File: src/rtl/mips_mem_arb_pkg.sv
// rtl/mips_mem_arb_pkg.sv - Shared types and constants for the unified-memory arbiter
package mips_mem_arb_pkg;

    typedef enum logic [1:0] {
        IDLE = 2'd0,
        CMD  = 2'd1,
        RESP = 2'd2
    } arb_state_t;

    typedef enum logic {
        INSTR = 1'b0,
        DATA  = 1'b1
    } grant_t;

    localparam logic [31:0] TIMEOUT_RDATA = 32'hDEADBEEF;
    localparam logic [3:0]  FETCH_BE      = 4'hF;

endpackage

File: src/rtl/mips_rr_arb2.sv
// rtl/mips_rr_arb2.sv - Two-way round-robin picker between fetch and data requests
module mips_rr_arb2
    import mips_mem_arb_pkg::*;
(
    input  logic   i_req_i,
    input  logic   d_req_i,
    input  grant_t last_grant_i,
    output logic   grant_valid_o,
    output grant_t grant_o
);

    // A lone request wins outright; a tie goes to the port that did not win last.
    always_comb begin
        grant_valid_o = i_req_i | d_req_i;
        grant_o       = INSTR;
        if (i_req_i && d_req_i) begin
            grant_o = (last_grant_i == DATA) ? INSTR : DATA;
        end else if (d_req_i) begin
            grant_o = DATA;
        end
    end

endmodule

File: src/rtl/mips_mem_arbiter.sv
// rtl/mips_mem_arbiter.sv - Fetch/data arbiter onto one memory port; MEM_ARB_TIMEOUT_EN adds a waitrequest timeout
module mips_mem_arbiter
    import mips_mem_arb_pkg::*;
#(
    parameter int ADDR_W   = 32,
    parameter int DATA_W   = 32,
    parameter int MAX_WAIT = 255
) (
    input  logic              clk,
    input  logic              reset,
    input  logic              i_req,
    input  logic [ADDR_W-1:0] i_addr,
    output logic [DATA_W-1:0] i_rdata,
    output logic              i_ack,
    input  logic              d_req,
    input  logic              d_write,
    input  logic [3:0]        d_byteenable,
    input  logic [ADDR_W-1:0] d_addr,
    input  logic [DATA_W-1:0] d_wdata,
    output logic [DATA_W-1:0] d_rdata,
    output logic              d_ack,
    output logic              m_read,
    output logic              m_write,
    output logic [ADDR_W-1:0] m_addr,
    output logic [3:0]        m_byteenable,
    output logic [DATA_W-1:0] m_wdata,
    input  logic              m_waitrequest,
    input  logic [DATA_W-1:0] m_rdata,
    output logic              err
);

    // A zero limit would abort before a single wait cycle could be counted.
    if (MAX_WAIT < 1) begin : g_bad_max_wait
        $error("MAX_WAIT must be at least 1");
    end

    arb_state_t        state_q, state_d;
    grant_t            grant_q, grant_d;
    grant_t            last_grant_q, last_grant_d;
    logic              m_read_q, m_read_d;
    logic              m_write_q, m_write_d;
    logic [ADDR_W-1:0] m_addr_q, m_addr_d;
    logic [3:0]        m_be_q, m_be_d;
    logic [DATA_W-1:0] m_wdata_q, m_wdata_d;
    logic [DATA_W-1:0] i_rdata_q, i_rdata_d;
    logic [DATA_W-1:0] d_rdata_q, d_rdata_d;
    logic              i_ack_q, i_ack_d;
    logic              d_ack_q, d_ack_d;

    logic              arb_valid;
    grant_t            arb_grant;
    logic              timeout;
    logic              cmd_done;
    logic [DATA_W-1:0] cmd_rdata;

    mips_rr_arb2 u_rr_arb2 (
        .i_req_i       (i_req),
        .d_req_i       (d_req),
        .last_grant_i  (last_grant_q),
        .grant_valid_o (arb_valid),
        .grant_o       (arb_grant)
    );

`ifdef MEM_ARB_TIMEOUT_EN
    localparam int WAIT_W = (MAX_WAIT > 255) ? $clog2(MAX_WAIT + 1) : 8;

    logic [WAIT_W-1:0] wait_cnt_q, wait_cnt_d;
    logic              err_q, err_d;

    // Abort on the cycle that would be the MAX_WAIT-th consecutive stall.
    assign timeout = (state_q == CMD) && m_waitrequest &&
                     (wait_cnt_q == WAIT_W'(MAX_WAIT - 1));
    assign err     = err_q;

    // Stall counter restarts for every command; err latches the first abort.
    always_comb begin
        wait_cnt_d = wait_cnt_q;
        err_d      = err_q;
        if (state_q != CMD) begin
            wait_cnt_d = '0;
        end else if (m_waitrequest) begin
            wait_cnt_d = wait_cnt_q + WAIT_W'(1);
        end
        if (timeout) begin
            err_d = 1'b1;
        end
    end

    // Timeout state registers.
    always_ff @(posedge clk or negedge reset) begin
        if (!reset) begin
            wait_cnt_q <= '0;
            err_q      <= 1'b0;
        end else begin
            wait_cnt_q <= wait_cnt_d;
            err_q      <= err_d;
        end
    end
`else
    assign timeout = 1'b0;
    assign err     = 1'b0;
`endif

    // Sequence IDLE -> CMD -> RESP: grant and register the command, wait out the
    // stall, then pulse the winner's ack while the requests are ignored.
    always_comb begin
        state_d      = state_q;
        grant_d      = grant_q;
        last_grant_d = last_grant_q;
        m_read_d     = m_read_q;
        m_write_d    = m_write_q;
        m_addr_d     = m_addr_q;
        m_be_d       = m_be_q;
        m_wdata_d    = m_wdata_q;
        i_rdata_d    = i_rdata_q;
        d_rdata_d    = d_rdata_q;
        i_ack_d      = 1'b0;
        d_ack_d      = 1'b0;
        cmd_done     = 1'b0;
        cmd_rdata    = m_rdata;

        unique case (state_q)
            IDLE: begin
                if (arb_valid) begin
                    grant_d = arb_grant;
                    state_d = CMD;
                    if (arb_grant == INSTR) begin
                        m_read_d  = 1'b1;
                        m_write_d = 1'b0;
                        m_addr_d  = i_addr;
                        m_be_d    = FETCH_BE;
                        m_wdata_d = '0;
                    end else begin
                        m_read_d  = ~d_write;
                        m_write_d = d_write;
                        m_addr_d  = d_addr;
                        m_be_d    = d_byteenable;
                        m_wdata_d = d_wdata;
                    end
                end
            end
            CMD: begin
                if (!m_waitrequest) begin
                    cmd_done = 1'b1;
                end else if (timeout) begin
                    cmd_done  = 1'b1;
                    cmd_rdata = DATA_W'(TIMEOUT_RDATA);
                end
            end
            RESP: begin
                state_d = IDLE;
            end
            default: begin
                state_d = IDLE;
            end
        endcase

        if (cmd_done) begin
            state_d      = RESP;
            m_read_d     = 1'b0;
            m_write_d    = 1'b0;
            last_grant_d = grant_q;
            if (grant_q == INSTR) begin
                i_rdata_d = cmd_rdata;
                i_ack_d   = 1'b1;
            end else begin
                if (!m_write_q) begin
                    d_rdata_d = cmd_rdata;
                end
                d_ack_d = 1'b1;
            end
        end
    end

    // Main state registers; reset drops any command in flight without an ack.
    always_ff @(posedge clk or negedge reset) begin
        if (!reset) begin
            state_q      <= IDLE;
            grant_q      <= INSTR;
            last_grant_q <= DATA;
            m_read_q     <= 1'b0;
            m_write_q    <= 1'b0;
            m_addr_q     <= '0;
            m_be_q       <= '0;
            m_wdata_q    <= '0;
            i_rdata_q    <= '0;
            d_rdata_q    <= '0;
            i_ack_q      <= 1'b0;
            d_ack_q      <= 1'b0;
        end else begin
            state_q      <= state_d;
            grant_q      <= grant_d;
            last_grant_q <= last_grant_d;
            m_read_q     <= m_read_d;
            m_write_q    <= m_write_d;
            m_addr_q     <= m_addr_d;
            m_be_q       <= m_be_d;
            m_wdata_q    <= m_wdata_d;
            i_rdata_q    <= i_rdata_d;
            d_rdata_q    <= d_rdata_d;
            i_ack_q      <= i_ack_d;
            d_ack_q      <= d_ack_d;
        end
    end

    assign m_read       = m_read_q;
    assign m_write      = m_write_q;
    assign m_addr       = m_addr_q;
    assign m_byteenable = m_be_q;
    assign m_wdata      = m_wdata_q;
    assign i_rdata      = i_rdata_q;
    assign d_rdata      = d_rdata_q;
    assign i_ack        = i_ack_q;
    assign d_ack        = d_ack_q;

endmodule

File: config.mk
export PLATFORM = sky130hd
export DESIGN_NAME = mips_mem_arbiter
export DESIGN_NICKNAME = d
export VERILOG_FILES = /design/src/rtl/mips_mem_arb_pkg.sv /design/src/rtl/mips_rr_arb2.sv /design/src/rtl/mips_mem_arbiter.sv
export SDC_FILE = /design/constraint.sdc
export NUM_CORES = 1
export LEC_CHECK = 0
export ABC_CLOCK_PERIOD_IN_PS = 2140
export BUFFER_PORTS_ARGS = -buffer_cell sky130_fd_sc_hd__buf_4
export CORE_UTILIZATION = 41
export CTS_BUF_LIST = sky130_fd_sc_hd__clkbuf_2 sky130_fd_sc_hd__clkbuf_4 sky130_fd_sc_hd__clkbuf_8
export DETAILED_ROUTE_END_ITERATION = 8
export GPL_TIMING_DRIVEN = 1
export PLACE_DENSITY_LB_ADDON = 0.08
export SLEW_MARGIN = 20
export SYNTH_ARGS = -nofsm -noshare
export SYNTH_HDL_FRONTEND = slang
export SYNTH_SLANG_ARGS = --single-unit
export TNS_END_PERCENT = 1
File: constraint.sdc
create_clock -name clk -period 2.14 [get_ports clk]
set_clock_uncertainty 0.1 [all_clocks]
set_input_delay 0.428 -clock clk [delete_from_list [all_inputs] [get_ports clk]]
set_output_delay 0.428 -clock clk [all_outputs]
set_load 0.05 [all_outputs]
==> out/qor.yml, run 1 <==
floorplanning:
  dieArea_sq_um: 13800
  core_sq_um: 12800
  die_w_um: 117
  rows: 41
  start_util: 0.426
  chipHeight_um: 117
  ios: 275
synthesis:
  ys_ff_latch: 140
  yosys.cell_count.top_type: "dfrtp_1"
  yosysUniqueCellTypes: 27
  syn_avg_cell_area_sq_um: 12.9
  synth_cells: 422
  yosysSeqAreaShare: 0.642
  syn_nets: 560
  ys_async_sr_fraction: 1.00
  synth_common_cells: "dfrtp_1, nand2_1, mux2_2"
  yosys-top-cells-area: "dfrtp_1, mux2_2, mux2_1, a22o_1, nand2_1"
  synth_top_cell_by_area: "dfrtp_1"
  synth-edff-count: 0
  syn-cell-area_sq_um: 5460
  yosys_warnings: 0
  synth-main-ff-cell: "dfrtp_1"
  yosys.area.top_type_share: 0.637
final_layout:
  area_growth_pct: 51.2
  fin_nets: 837
  num_antenna_cells: 0
  fin_area_sq_um: 8260
  drive_gt1_frac: 0.513
  num-fill-cells: 1008
global_route:
  grt_overflow_total: 0
  grt_pass1_vias: 4578
  grt_pass1_wl_mm: 23.1
  grt.total_usage: 0.213
  antenna_found_initial: 0
  grt_max_degree: 45
placed_design:
  dpl_cell_area_sq_um: 7750
  place_hpwl_mm: 10.4
  place.gp.congestion: 0.765
  place.port_buffers: 273
timing:
  min_period_over_period: 0.859
  fmax_mhz: 544
  slew_viol_final: 0
  finalHoldViolations: 0
  setup_violations: 0
  tns_ns: 0
  rsz0062_at_grt: "false"
  fin_crit_ns: 1.84
route:
  drt_iter0_markers: 215
  top_layer: "met4"
  wl_mm: 14.4
  drtPass1Iterations: 4
  vias: 4502
  wl_met2_mm: 7.31
  route.detailed.drc: 0
  via_per_inst: 5.09
  ant_nets: 0
  wl_per_cell_um: 16.2
  met3RoutedLength_um: 945
  drt-met1-wl_mm: 5.82
clock_network:
  htreeDepth: 4
  cts.clk_slew.worst_paths_ns: 0.08
  cts_resized: 0
  cts_setup_buffers: 0
  clockBufferDepth: 2
  cts.sinks: 140
  cts_buffers: 17
  cts_hold_buf: 1
  cts_tree: "done"
  cts_root_buffer: "clkbuf_8"
  worstSkewPairLatency_ns: 0.42
worst_setup_path:
  crit_path_end_kind: "flip-flop"
  crit_type: "reg2reg"
  required_ns: 2.34
  cp_data_arrival_time_ns: 2.04
  setup.worst_path.start_class: "flip-flop"
  crit_fanout: 32
power_and_ir_drop:
  p_leak_nw: 4.05
  peakVddDrop_uv: 929
  power_density_nw_per_um2: 1970
min_path:
  holdCritPathClass: "in2reg"
flow_run:
  maxCapViolations: 0
status:
  status: "finished, final reports clean"
==> layer usage <==
layer,vias up,GRT usage
met3,24,0.0647
met1,2228,0.258
met4,0,0.0747
met2,193,0.361
met5,-,0
li1,2057,-
==> state kept, by name (all words and copies together), names as in the netlist, 2 cells and up <==
register / cells
m_addr: 32
d_rdata: 32
state_q: 2
i_rdata: 32
m_byteenable: 4
m_wdata: 32
==> cells by family after synthesis <==
kind of cell    Yosys count  share of synthesized area
compound gates          106                      0.133
buf+inv                  32                     0.0305
mux                      64                      0.132
other cells               1                   0.000687
simple gates             79                     0.0625
flops                   140                      0.642
==> cells in the final DEF, fill, tap and decap left out, types with 2 or more instances in the layout <==
| cell | netlist | routed |
|---|---|---|
| buf_4 | 2 | 284 |
| dfrtp_1 | 139 | 139 |
| nand2_1 | 68 | 68 |
| mux2_2 | 36 | 36 |
| a21oi_1 | 33 | 33 |
| a22o_1 | 33 | 33 |
| a31oi_1 | 32 | 32 |
| mux2_1 | 28 | 28 |
| clkbuf_8 | 0 | 20 |
| bufinv_16 | 0 | 6 |
| o22a_1 | 4 | 4 |
| buf_12 | 0 | 4 |
| and2_1 | 2 | 2 |
| nor2_1 | 2 | 2 |
| clkinvlp_4 | 0 | 2 |
| clkbuf_4 | 0 | 2 |
==> worst paths after layout <==
check | slack (ns) | startpoint | end | depth (start not counted)
worst max-delay path | 0.30 | state_q[0] | d_rdata[11] | 5
min in group asynchronous | 0.41 | reset | d_rdata[14] | 2
worst min register to register | 0.39 | i_rdata[8] | i_rdata[8] | 1
worst max register to register | 0.30 | state_q[0] | d_rdata[11] | 5
worst min-delay path | 0.11 | d_wdata[27] | m_wdata[27] | 2
max in group asynchronous | 0.87 | reset | d_rdata[7] | 3
==> worst max-delay path, stage by stage, from the launching register on <==
cell      delay, ns
dfrtp_1        0.44
nor3b_4        0.18
buf_4          0.16
nand3b_2       0.06
buf_4          0.39
mux2_2         0.39
==> per-stage QoR <==
step                total power [mW]  worst slack [ns]  cells  hold WS (ns)  utilization
detailed placement              13.8             0.289    851         0.281        0.604
floorplan                       10.8             0.461    422        0.0324            -
global placement                13.7             0.325    851         0.274        0.604
CTS                             16.4             0.278    884        0.0797        0.644
global route                    17.0             0.207    884        0.0818        0.644
finish                          16.3             0.301    884         0.112        0.644
==> report_power, final <==
group / internal, mW / total (mW) / switching [mW]
Sequential: 3.93 / 4.66 / 0.728
Combinational: 2.89 / 9.05 / 6.16
Clock: 1.63 / 2.59 / 0.957
==> cell type report <==
class / instances / area (sq um) / share of cell area
Clock buffer: 22 / 290 / 0.0351
Clock inverter: 10 / 209 / 0.0253
Multi-Input combinational cell: 250 / 1810 / 0.219
Sequential cell: 140 / 3500 / 0.424
Tap cell: 172 / 215 / 0.0261
Timing Repair Buffer: 290 / 2230 / 0.270
(Power assumes the default switching activity.)
==> run 2: changes to the inputs <==
- ABC_CLOCK_PERIOD_IN_PS: 2140 -> 1700
- clock period: 2.14 -> 1.7 ns (I/O delays scaled with it)
==> run 2 against run 1 <==
- sequential cell count unchanged
- register-to-register slack lost 0.18 ns
- combinational power grew 28%
- largest cell class unchanged
==> out/qor.yml, run 2 (synthesized netlist as in run 1, its figures left out) <==
floorplanning:
  chipHeight_um: 117
  rows: 41
  start_util: 0.426
  die_w_um: 117
  core_sq_um: 12800
  ios: 275
  dieArea_sq_um: 13800
clock_network:
  cts_buffers: 17
  htreeDepth: 4
  cts.clk_slew.worst_paths_ns: 0.07
  cts.sinks: 140
  worstSkewPairLatency_ns: 0.43
  cts_tree: "done"
  cts_resized: 0
  cts_root_buffer: "clkbuf_8"
  clockBufferDepth: 2
worst_setup_path:
  crit_fanout: 25
  required_ns: 1.91
  crit_type: "reg2reg"
  cp_data_arrival_time_ns: 1.79
  setup.worst_path.start_class: "flip-flop"
  crit_path_end_kind: "flip-flop"
  crit_start: "state_q[1]"
  worstReg2RegStart: "state_q[1]"
route:
  wl_per_cell_um: 16.2
  drt_iter0_markers: 220
  vias: 4549
  wl_mm: 14.7
  via_per_inst: 4.99
  ant_nets: 0
  route.detailed.drc: 0
  drtPass1Iterations: 5
final_layout:
  layout_commonest_cell: "buf_4"
  drive_gt1_frac: 0.488
  fin_nets: 870
  utilization: 0.661
  area_growth_pct: 55.3
  num_antenna_cells: 0
  layout_common_cells: "buf_4, dfrtp_1, nand2_1"
timing:
  tns_ns: 0
  finalHoldViolations: 0
  fmax_mhz: 633
  fin_crit_ns: 1.58
  slew_viol_final: 0
  setup_violations: 0
  rsz0062_at_grt: "false"
  min_period_over_period: 0.930
global_route:
  grt_pass1_wl_mm: 23.6
  grt_pass1_vias: 4635
  grt_overflow_total: 0
  grt_max_degree: 79
  grt.total_usage: 0.221
  antenna_found_initial: 0
power_and_ir_drop:
  power_frac_comb: 0.588
  peakVddDrop_uv: 1270
  finalPower_mw: 19.8
  clock_power_share: 0.116
  intPower_mw: 9.95
  p_leak_nw: 4.14
  p_sw_frac: 0.497
  power_frac_seq: 0.296
  power_density_nw_per_um2: 2330
  switchingPower_mw: 9.81
min_path:
  holdCritPathClass: "in2reg"
  min_from: "m_rdata[22]"
placed_design:
  place_hpwl_mm: 10.2
  place.port_buffers: 273
  place.gp.congestion: 0.759
flow_run:
  maxCapViolations: 0
status:
  status: "finished, final reports clean"
-- run 2: cell types whose count changed in the layout (fill, tap and decap cells not counted), sizes merged --
cell	before	now
buf	289	290
clkbuf	22	25
inv	1	0
dlygate4sd3	1	33
bufinv	6	0
clkinvlp	2	1
-- run 2: power by group through the flow --
stage / registers (mW) / logic (mW) / clock network (mW)
detailed placement: 5.88 / 11.6 / 0
finish: 5.85 / 11.6 / 2.30
floorplan: 11.2 / 2.35 / 0
CTS: 5.85 / 11.7 / 2.37
global route: 6.05 / 12.1 / 2.53
global placement: 5.85 / 11.5 / 0
-- run 2: area by class of cell --
class                   instances  area, sq um
fillers                      1026         4340
flip-flops and latches        140         3500
repair buffers                323         2620
multi-input cells             250         1810
clock buffers                  25          319
well taps                     172          215
clock inverters                 2         12.5
-- run 2: per-stage QoR --
| step | worst slack (ns) | instances | hold WS, ns | instance area [sq um] |
|---|---|---|---|---|
| 6_report | 0.119 | 912 | 0.0366 | 8480 |
| 3_3_place_gp | 0.0871 | 852 | 0.0263 | 7820 |
| 2_1_floorplan | 0.0210 | 422 | -0.0556 | 5460 |
| 5_1_grt | 0.0293 | 912 | 0.00446 | 8480 |
| 4_1_cts | 0.0983 | 911 | 0.000870 | 8470 |
| 3_5_place_dp | 0.0646 | 852 | 0.0258 | 7820 |
-- run 2: worst max-delay path: stages (launching register included) --
cell	delay (ns)
dfrtp_1	0.41
nor3b_4	0.21
nor2b_4	0.20
buf_12	0.20
mux2_1	0.34
-- run 2: worst paths after layout --
kind / depth (start not counted) / end / slack [ns]
setup / recovery: 4 / i_rdata[20] / 0.12
hold / removal: 2 / i_rdata[22] / 0.04
setup reg to reg: 4 / i_rdata[20] / 0.12
hold reg to reg: 1 / i_rdata[21] / 0.39
max in group asynchronous: 3 / last_grant_q / 0.74
min in group asynchronous: 2 / d_rdata[14] / 0.16
-- run 2: timing repair --
item / 4_1_cts / 5_1_grt
buffers inserted: 0 / 0
hold buffers: 32 / 1
hold endpoints to repair: 170 / 1
-- run 2: metal layers --
metal,share of wire,track usage
met3,0.064,0.0652
met2,0.50,0.360
met1,0.40,0.269
met5,0,0
met4,0.030,0.101
==> run 3: changes to the inputs <==
==> constraint.sdc (replaced) <==
create_clock -name clk -period 1.7 [get_ports clk]
set_clock_uncertainty 0.1 [all_clocks]
set_input_delay 0.255 -clock clk [delete_from_list [all_inputs] [get_ports clk]]
set_output_delay 0.255 -clock clk [all_outputs]
set_load 0.05 [all_outputs]
==> run 3 against run 2 <==
- clock-buffer cell count is the same
- global-route usage grew 3.9 points
- via count grew 13%
- critical endpoint is now i_rdata[12]
- largest power group unchanged
- highest routed layer unchanged
==> out/qor.yml, run 3 (synthesized netlist as in run 1, its figures left out) <==
timing:
  slew_viol_final: 0
  min_period_over_period: 0.973
  rsz0062_at_grt: "false"
  finalHoldViolations: 0
  fmax_mhz: 605
  setup_violations: 0
  fin_crit_ns: 1.65
  fin_ws_ns: 0.0465
  timing.hold.ws_ns: 0.202
  tns_ns: 0
min_path:
  worstHoldEndpoint: "state_q[0]"
  holdCritPathClass: "in2reg"
  whs_path_depth: 3
  min_from: "m_waitrequest"
clock_network:
  htreeDepth: 4
  cts_root_buffer: "clkbuf_8"
  worstSkewPairLatency_ns: 0.43
  cts.sinks: 140
  cts.clk_slew.worst_paths_ns: 0.07
  cts_tree: "done"
  clockBufferDepth: 2
  cts_buffers: 17
placed_design:
  place.port_buffers: 273
  dpl_cell_area_sq_um: 7840
  place.gp.congestion: 0.755
  place_hpwl_mm: 10.6
  pre_cts_ws_ns: 0.0774
floorplanning:
  die_w_um: 117
  ios: 275
  chipHeight_um: 117
  start_util: 0.426
  rows: 41
  core_sq_um: 12800
  dieArea_sq_um: 13800
final_layout:
  layout_commonest_cell: "buf_4"
  num-fill-cells: 840
  fin_nets: 978
  regArea_sq_um: 3500
  area_growth_pct: 77.8
  multi_input_area_sq_um: 1850
  layout_common_cells: "buf_4, dfrtp_1, dlygate4sd3_1"
  drive_gt1_frac: 0.447
  fin_area_sq_um: 9710
  num_antenna_cells: 0
worst_setup_path:
  setup.worst_path.start_class: "flip-flop"
  required_ns: 1.91
  r2r_cells: 5
  cp_data_arrival_time_ns: 1.86
  slowest_delay_ns: 0.41
  crit_fanout: 6
  crit_type: "reg2reg"
  crit_path_end_kind: "flip-flop"
  worstReg2RegStart: "state_q[1]"
  worstPathCellList: "nor3b_4 -> nor2b_4 -> buf_12 -> clkbuf_16 -> mux2_1"
  crit_buf_inv: 2
  reg2reg_to: "i_rdata[12]"
  crit_family: "flip-flops"
  rrSetupSlack_ns: 0.05
  slowest_stage: "dfrtp_1"
global_route:
  grt.total_usage: 0.260
  grt_max_degree: 39
  antenna_found_initial: 0
  grt_pass1_vias: 5495
  grt_pass1_wl_mm: 27.8
  grt_overflow_total: 0
route:
  ant_nets: 0
  vias: 5134
  route.detailed.drc: 0
  drtPass1Iterations: 4
  via_per_inst: 5.01
  wl_per_cell_um: 17.5
  drt_iter0_markers: 346
  wl_mm: 18.0
power_and_ir_drop:
  p_leak_nw: 4.69
  peakVddDrop_uv: 1340
  finalPower_mw: 20.7
  power_density_nw_per_um2: 2130
status:
  status: "finished, final reports clean"
flow_run:
  maxCapViolations: 0
==> run 3: changes by cell type in the layout (fill, tap and decap cells not counted) <==
cell            change
dlymetal6s4s_1      +1
mux2_4             +10
clkinvlp_4          -1
bufinv_16           +1
clkinv_4            +1
clkbuf_4            -2
dlygate4sd3_1     +101
buf_8               +1
clkbuf_8            +2
buf_12              +1
buf_6               +2
clkbuf_16           +2
mux2_1             -10
clkinv_2            +3
==> run 3: worst max path at each step <==
stage,from,cells after the start,slack [ns],to
detailed placement,state_q[1],4,0.08,i_rdata[6]
CTS,m_waitrequest,6,0.01,i_rdata[13]
global placement,state_q[1],4,0.12,i_rdata[31]
floorplan,state_q[1],5,0.02,i_rdata[10]
finish,state_q[1],5,0.05,i_rdata[12]
global route,state_q[1],5,0.006,i_rdata[12]
==> run 3: timing repair <==
| action | 4_1_cts | 5_1_grt |
|---|---|---|
| hold buffers | 135 | 0 |
| gates resized for setup | 0 | 14 |
| setup buffers | 0 | 1 |
| setup endpoints to repair | 0 | 65 |
| hold endpoints to repair | 260 | 0 |
==> run 3: metal layers <==
metal	vias to the layer above	track usage	wire length (um)
met5	-	0	0
met1	2493	0.301	6950
li1	2336	-	-
met2	260	0.443	9230
met3	45	0.0627	1160
met4	0	0.138	613
==> run 3: through the flow <==
step           utilization  cells
2_1_floorplan            -    422
3_3_place_gp         0.612    855
3_5_place_dp         0.612    855
4_1_cts              0.747   1021
5_1_grt              0.757   1024
6_report             0.757   1024
==> run 3: area by class of cell <==
class | instances | area share
multi-input cells | 250 | 0.190
repair buffers | 431 | 0.387
clock buffers | 25 | 0.0341
flip-flops and latches | 140 | 0.361
clock inverters | 6 | 0.00606
well taps | 172 | 0.0222
==> run 3: worst register-to-register path: cells and delay by family, from the launching register on <==
kind | cells | cell delay (ns)
mux | 1 | 0.33
flops | 1 | 0.41
buf+inv | 2 | 0.30
simple gates | 2 | 0.40
==> run 3: report_power, final <==
group	switching [mW]	internal, mW	total, mW
clock network	1.17	1.41	2.58
logic	8.04	4.17	12.2
registers	0.956	4.95	5.91
total	10.2	10.5	20.7
